### src/rtl/trig_frame_rx.sv
// Trigger-framed serial receiver: a trig pulse starts a frame of WIDTH data bits
// (MSB first) plus an optional even-parity bit, delivered as a parallel word.
module trig_frame_rx #(
    parameter int WIDTH     = 8,
    parameter bit PARITY_EN = 1'b1
) (
    input  logic             clk,
    input  logic             rst_n,
    input  logic             trig,
    input  logic             data_i,
    output logic [WIDTH-1:0] word_o,
    output logic             valid_o,
    output logic             perr_o,
    output logic             abort_o,
    output logic             busy_o
);

    localparam int CW = $clog2(WIDTH + 1);

    typedef enum logic [1:0] {
        IDLE,
        SHIFT,
        PARITY
    } state_t;

    state_t           state_q;
    logic [WIDTH-1:0] shreg_q;
    logic [CW-1:0]    cnt_q;
    logic             par_q;
    logic [WIDTH-1:0] word_q;
    logic             valid_q;
    logic             perr_q;
    logic             abort_q;
    logic             busy_q;

    logic [WIDTH-1:0] shreg_d;
    logic             par_d;
    logic             last_bit;

    // Shift written as a shift-and-or so WIDTH=1 needs no zero-width slice.
    always_comb begin
        shreg_d  = (shreg_q << 1) | WIDTH'(data_i);
        par_d    = par_q ^ data_i;
        last_bit = (cnt_q == CW'(WIDTH - 1));
    end

    // NOTE: all state below is updated with non-blocking assignments so every
    // register samples the pre-edge values of the others.
    always_ff @(posedge clk or negedge rst_n) begin
        if (!rst_n) begin
            state_q <= IDLE;
            shreg_q <= '0;
            cnt_q   <= '0;
            par_q   <= 1'b0;
            word_q  <= '0;
            valid_q <= 1'b0;
            perr_q  <= 1'b0;
            abort_q <= 1'b0;
            busy_q  <= 1'b0;
        end else begin
            valid_q <= 1'b0;
            abort_q <= 1'b0;
            case (state_q)
                IDLE: begin
                    if (trig) begin
                        state_q <= SHIFT;
                        shreg_q <= '0;
                        cnt_q   <= '0;
                        par_q   <= 1'b0;
                        busy_q  <= 1'b1;
                    end
                end

                SHIFT: begin
                    if (last_bit && !PARITY_EN) begin
                        // Completion takes priority over a coincident trig.
                        word_q  <= shreg_d;
                        perr_q  <= 1'b0;
                        valid_q <= 1'b1;
                        shreg_q <= '0;
                        cnt_q   <= '0;
                        par_q   <= 1'b0;
                        state_q <= trig ? SHIFT : IDLE;
                        busy_q  <= trig;
                    end else if (trig) begin
                        abort_q <= 1'b1;
                        shreg_q <= '0;
                        cnt_q   <= '0;
                        par_q   <= 1'b0;
                    end else begin
                        shreg_q <= shreg_d;
                        par_q   <= par_d;
                        cnt_q   <= cnt_q + CW'(1);
                        if (last_bit) begin
                            state_q <= PARITY;
                        end
                    end
                end

                PARITY: begin
                    word_q  <= shreg_q;
                    perr_q  <= par_d;
                    valid_q <= 1'b1;
                    shreg_q <= '0;
                    cnt_q   <= '0;
                    par_q   <= 1'b0;
                    state_q <= trig ? SHIFT : IDLE;
                    busy_q  <= trig;
                end

                default: begin
                    state_q <= IDLE;
                    busy_q  <= 1'b0;
                end
            endcase
        end
    end

    assign word_o  = word_q;
    assign valid_o = valid_q;
    assign perr_o  = perr_q;
    assign abort_o = abort_q;
    assign busy_o  = busy_q;

endmodule

### config.mk
export PLATFORM = sky130hd
export DESIGN_NAME = trig_frame_rx
export DESIGN_NICKNAME = d
export VERILOG_FILES = /design/src/rtl/trig_frame_rx.sv
export SDC_FILE = /design/constraint.sdc
export NUM_CORES = 1
export LEC_CHECK = 0
export BUFFER_PORTS_ARGS = -buffer_cell sky130_fd_sc_hd__buf_2
export CORE_MARGIN = 8
export CORE_UTILIZATION = 49
export CTS_CLUSTER_SIZE = 28
export DETAILED_ROUTE_END_ITERATION = 8
export PLACE_DENSITY = 0.68
export SLEW_MARGIN = 20
export SYNTH_ARGS = -nofsm -noshare
export SYNTH_HDL_FRONTEND = slang
export SYNTH_SLANG_ARGS = --single-unit
### constraint.sdc
create_clock -name clk -period 1.2 [get_ports clk]
set_input_delay 0.06 -clock clk [delete_from_list [all_inputs] [get_ports clk]]
set_output_delay 0.06 -clock clk [all_outputs]
set_load 0.005 [all_outputs]
# After elaboration in Yosys (flattened, before gate mapping)
# Cells that the tools add are included.
[totals]
elab_cells = 43
register_bits = 27
[op_classes]
muxes = 19
addsub = 1
bitwise_logic = 3
eq_ne = 6
n_reduce_logical = 5
[op_table]
columns = ["operator", "n"]
rows = [
  ["8-bit case mux with 3 select lines", 1],
  ["8-bit 2-to-1 mux", 2],
  ["4-bit case mux with 3 select lines", 1],
  ["4-bit 2-to-1 mux", 2],
  ["8-bit by 1-bit OR with 8-bit output", 1],
  ["1-bit 2-to-1 mux", 7],
  ["2-bit 2-to-1 mux", 3],
  ["2-bit != test (second input constant)", 3],
  ["1-bit case mux with 3 select lines", 2],
  ["2-bit case mux with 3 select lines", 1],
  ["4-bit by 1-bit adder with 4-bit output (second input constant)", 1],
  ["4-bit by 3-bit == test with 1-bit output (second input constant)", 1],
  ["2-bit AND reduction", 2],
  ["3-bit AND reduction", 1],
  ["3-bit nonzero test", 1],
  ["2-bit by 1-bit == test with 1-bit output (second input constant)", 1],
  ["2-bit == test (second input constant)", 1],
  ["2-bit logical NOT", 1],
  ["1-bit inverter", 1],
  ["1-bit XOR", 1],
]

# Longest topological paths before layout
[depth]
word_depth = 4
depth_mapped = 5
depth_no_buf = 4

# Worst setup path after synthesis
# Ideal clock, no wire load.
[synth_path]
kind = "register to register"
startpoint = "register state_q[1]"
endpoint = "register cnt_q[3]"
t_arrival_ns = 1.087
path_stages_with_launch = 4
setup_slack_ns = 0.044
synth_period_minus_slack_ns = 1.156
setup_time_ns = 0.069
cell_sequence = "dfrtp_1 buf_4 or4_1 nand3_1"
[synth_via]
elab_chain_len = 3
word_cells_on_any_way = 7
[synth_rtl]
columns = ["item", "line_no", "source"]
rows = [
  ["start, declared", "26", "state_t state_q;"],
  ["start signal, assigned", "83", "state_q <= trig ? SHIFT : IDLE;"],
  ["start signal, assigned", "107", "state_q <= trig ? SHIFT : IDLE;"],
  ["2-bit by 1-bit == test with 1-bit output, or another cell as far along", "63", "case (state_q)"],
  ["3-bit nonzero test (no source line) / 2-bit != test (equally long branches)", "-", ""],
  ["2-bit AND reduction (no source line)", "-", ""],
  ["end signal, assigned", "93", "cnt_q <= cnt_q + CW'(1);"],
  ["end, declared", "28", "logic [CW-1:0] cnt_q;"],
]
# Parallel ways exist; a longest one is shown, timed or not.
# A chain may end at the register's enable or synchronous reset.

# Worst setup path in the final report
# Ends and elaborated chain as after synthesis.

==> flow_metrics.tcl <==
set metrics [dict create \
    detailroute.wirelength.met3_um 119 \
    fin_crit_sh 0.9805 \
    maximum_number_of_pins_on_one_net_before_global_route_repair 28 \
    max_slew_margin 0.6127 \
    fraction_of_final_layout_cells_with_drive_strength_greater_than_1 0.3459 \
    final-hold-violation-count 0 \
    routed-via-count 853 \
    first_pass_iters 4 \
    sum_of_negative_setup_slack_ps 0 \
    netlist_instances 108 \
    drv_slew 0 \
    whs_ps 68.31 \
    dieWidth_um 65.41 \
    routed_wire_length_per_instance_um 13.45 \
    post-route-drc-count 0 \
    design.core.area_um2 2387 \
    crit_chain "or4_4, nand3_2" \
    synth_top_cell_area_share 0.5649 \
    grt_first_pass_wirelength_um 3822 \
    detail-route-antenna-nets 0 \
    grt_pass1_vias 839 \
    insertedDiodeCount 0 \
    worstHoldPathType "input pin to register" \
    cp_data_arrival_time_ps 1450 \
    die_area_um2 4278 \
    routed-wl-met2_um 1027 \
    pwr_density_cell_nw_per_um2 1073 \
    later_pin_clock_latency_in_the_skew_report_ps 330 \
    boundaryPins 16 \
    setup_viol 0 \
    globalRoute.totalOverflow 0 \
    crit_fanout 9 \
    routed_wirelength_um 2193 \
    clk_root_buf "clkbuf_4" \
    n_fill_cell 220 \
    placementRows 18 \
    routedLengthMet1_um 978 \
    finish.net_count 139 \
    cp.required_ps 1480 \
    most-common-layout-cells "dfrtp_1, buf_2, o21ai_0, nand2_1" \
    highest_layer "met4" \
    final_worst_path_period_need_ps 1177 \
    placed_cells 157 \
    tightestPinTransition_ps 581.0 \
    netlist_top_cells_area "dfrtp_1, mux2i_1, mux2_2" \
    synthesis.yosys.warnings 0 \
    netlist-cell-type-count 25 \
    critPathCaptureType "register" \
    final.setup.worst_slack_ps 23.43 \
    final_cell_count_no_fill 163 \
    gpl.final_weighted_congestion 0.7495 \
    area_growth_syn_to_layout_pct 20.82 \
    syn-num-nets 113 \
    effective_utilization_at_floorplan 0.5010 \
    die_h_um 65.41 \
    path_class "register to register" \
    gr-usage-all-layers 0.1142 \
    synth_sequential_area_ratio 0.5649 \
    clkTransAtPathRegs_ps 140 \
    status "completed" \
    place_hpwl_um 1504 \
    cts_made_buffers 3 \
    cap_violations 0 \
    cell_leakage_power_nw 0.7541 \
    syn_avg_cell_area_um2 11.08 \
    max-vdd-ir-drop_v 0.0007166 \
    dp_slack_ps 7.949 \
    cp_slowest_cell "or4_4" \
    antenna_found_initial 0 \
    layout.cells.most_common "dfrtp_1" \
    clk_path_buf_depth 2 \
    placement.io_buffers 15 \
    syn_area_um2 1196 \
    worst_path_largest_cell_delay_ps 560 \
    htree_num_levels 1 \
    post_synth_top_area_cell "dfrtp_1" \
    clock_sink_count 27 \
    tritoncts "built" \
    rsz0062_at_grt "yes" \
    clock-skew-final_ps 8.207 \
    ys_seq_elements 27 \
    dr.first_iter.drc_count 22 \
    timing.critical_path.from_type "register" \
    timing.fmax_ghz 0.8499 \
    routed_via_density 5.233 \
]
[kinds of logic after synthesis]
kind of cell	after synthesis	share of synthesized area
muxes	16	0.1412
DFF	27	0.5649
adders and majority gates	1	0.01046
and+or+nand+nor	29	0.1287
xor gates and xnor gates	2	0.01465
AOI/OAI and AO/OA	21	0.09101
buffers and inverters	12	0.04916
[critical path: cells and delay by family (launching register included)]
kind,cells,cell delay (ps)
simple gates,2,630
flops,1,500
[flip-flops by register name, indices dropped and copies added, names as in the netlist]
| signal | flops |
|---|---|
| abort_o | 1 |
| busy_o | 1 |
| cnt_q | 4 |
| par_q | 1 |
| perr_o | 1 |
| shreg_q | 8 |
| state_q | 2 |
| valid_o | 1 |
| word_o | 8 |
[report_power, final]
part,leakage (nW),total [mW],internal [mW],switching (mW)
registers,0.346,0.990,0.957,0.0335
clock network,0.0177,0.397,0.125,0.272
logic,0.390,0.163,0.0815,0.0813
total,0.754,1.55,1.16,0.387
[metrics by stage]
stage,area [um^2],power (mW),utilization
after CTS,1406,1.564,0.5891
after detailed placement,1360,1.163,0.5697
after floorplan,1196,1.084,-
after global routing,1445,1.623,0.6053
after global placement,1360,1.160,0.5697
final,1445,1.550,0.6053
[synthesized netlist by cell type, drive strengths merged]
cell type	instances
dfrtp	27
o21ai	14
nand2	11
mux2i	9
mux2	7
inv	6
a21oi	5
buf	5
nor3	3
nor4b	3
nand2b	2
nand3	2
nor2	2
xnor2	2
and2	1
clkbuf	1
ha	1
nand3b	1
nand4	1
nor3b	1
o22ai	1
o31ai	1
or2	1
or4	1
[area by class of cell]
cell class | count | area [um^2] | share of cell area
inverters | 6 | 22.52 | 0.01558
well taps | 30 | 37.54 | 0.02597
clock buffers | 3 | 22.52 | 0.01558
flip-flops and latches | 27 | 678.2 | 0.4693
clock inverters | 1 | 5.005 | 0.003463
repair buffers | 27 | 183.9 | 0.1273
multi-input cells | 69 | 495.5 | 0.3429
[routing by layer]
metal | global-route usage | up-vias
met1 | 0.1389 | 410
met2 | 0.1710 | 18
met3 | 0.02551 | 4
met5 | 0 | -
met4 | 0.08992 | 0
li1 | - | 421
[timing repair]
| action | 4_1_cts | 5_1_grt |
|---|---|---|
| pin swaps | 0 | 0 |
| endpoints found under the hold margin | 27 | 0 |
| buffers inserted | 0 | 1 |
| endpoints found under the setup margin | 4 | 19 |
| gates resized for setup | 2 | 10 |
| hold buffers | 1 | 0 |
[path summary, 6_finish.rpt]
path	start	to	slack, ps	cells after the start
setup / recovery	state_q[1]	cnt_q[3]	20	2
hold / removal	trig	abort_o	70	3
setup reg to reg	state_q[1]	cnt_q[3]	20	2
hold reg to reg	word_o[4]	word_o[4]	490	2
max in group asynchronous	rst_n	state_q[1]	550	2
min in group asynchronous	rst_n	word_o[7]	230	2
(Power assumes the default switching activity.)
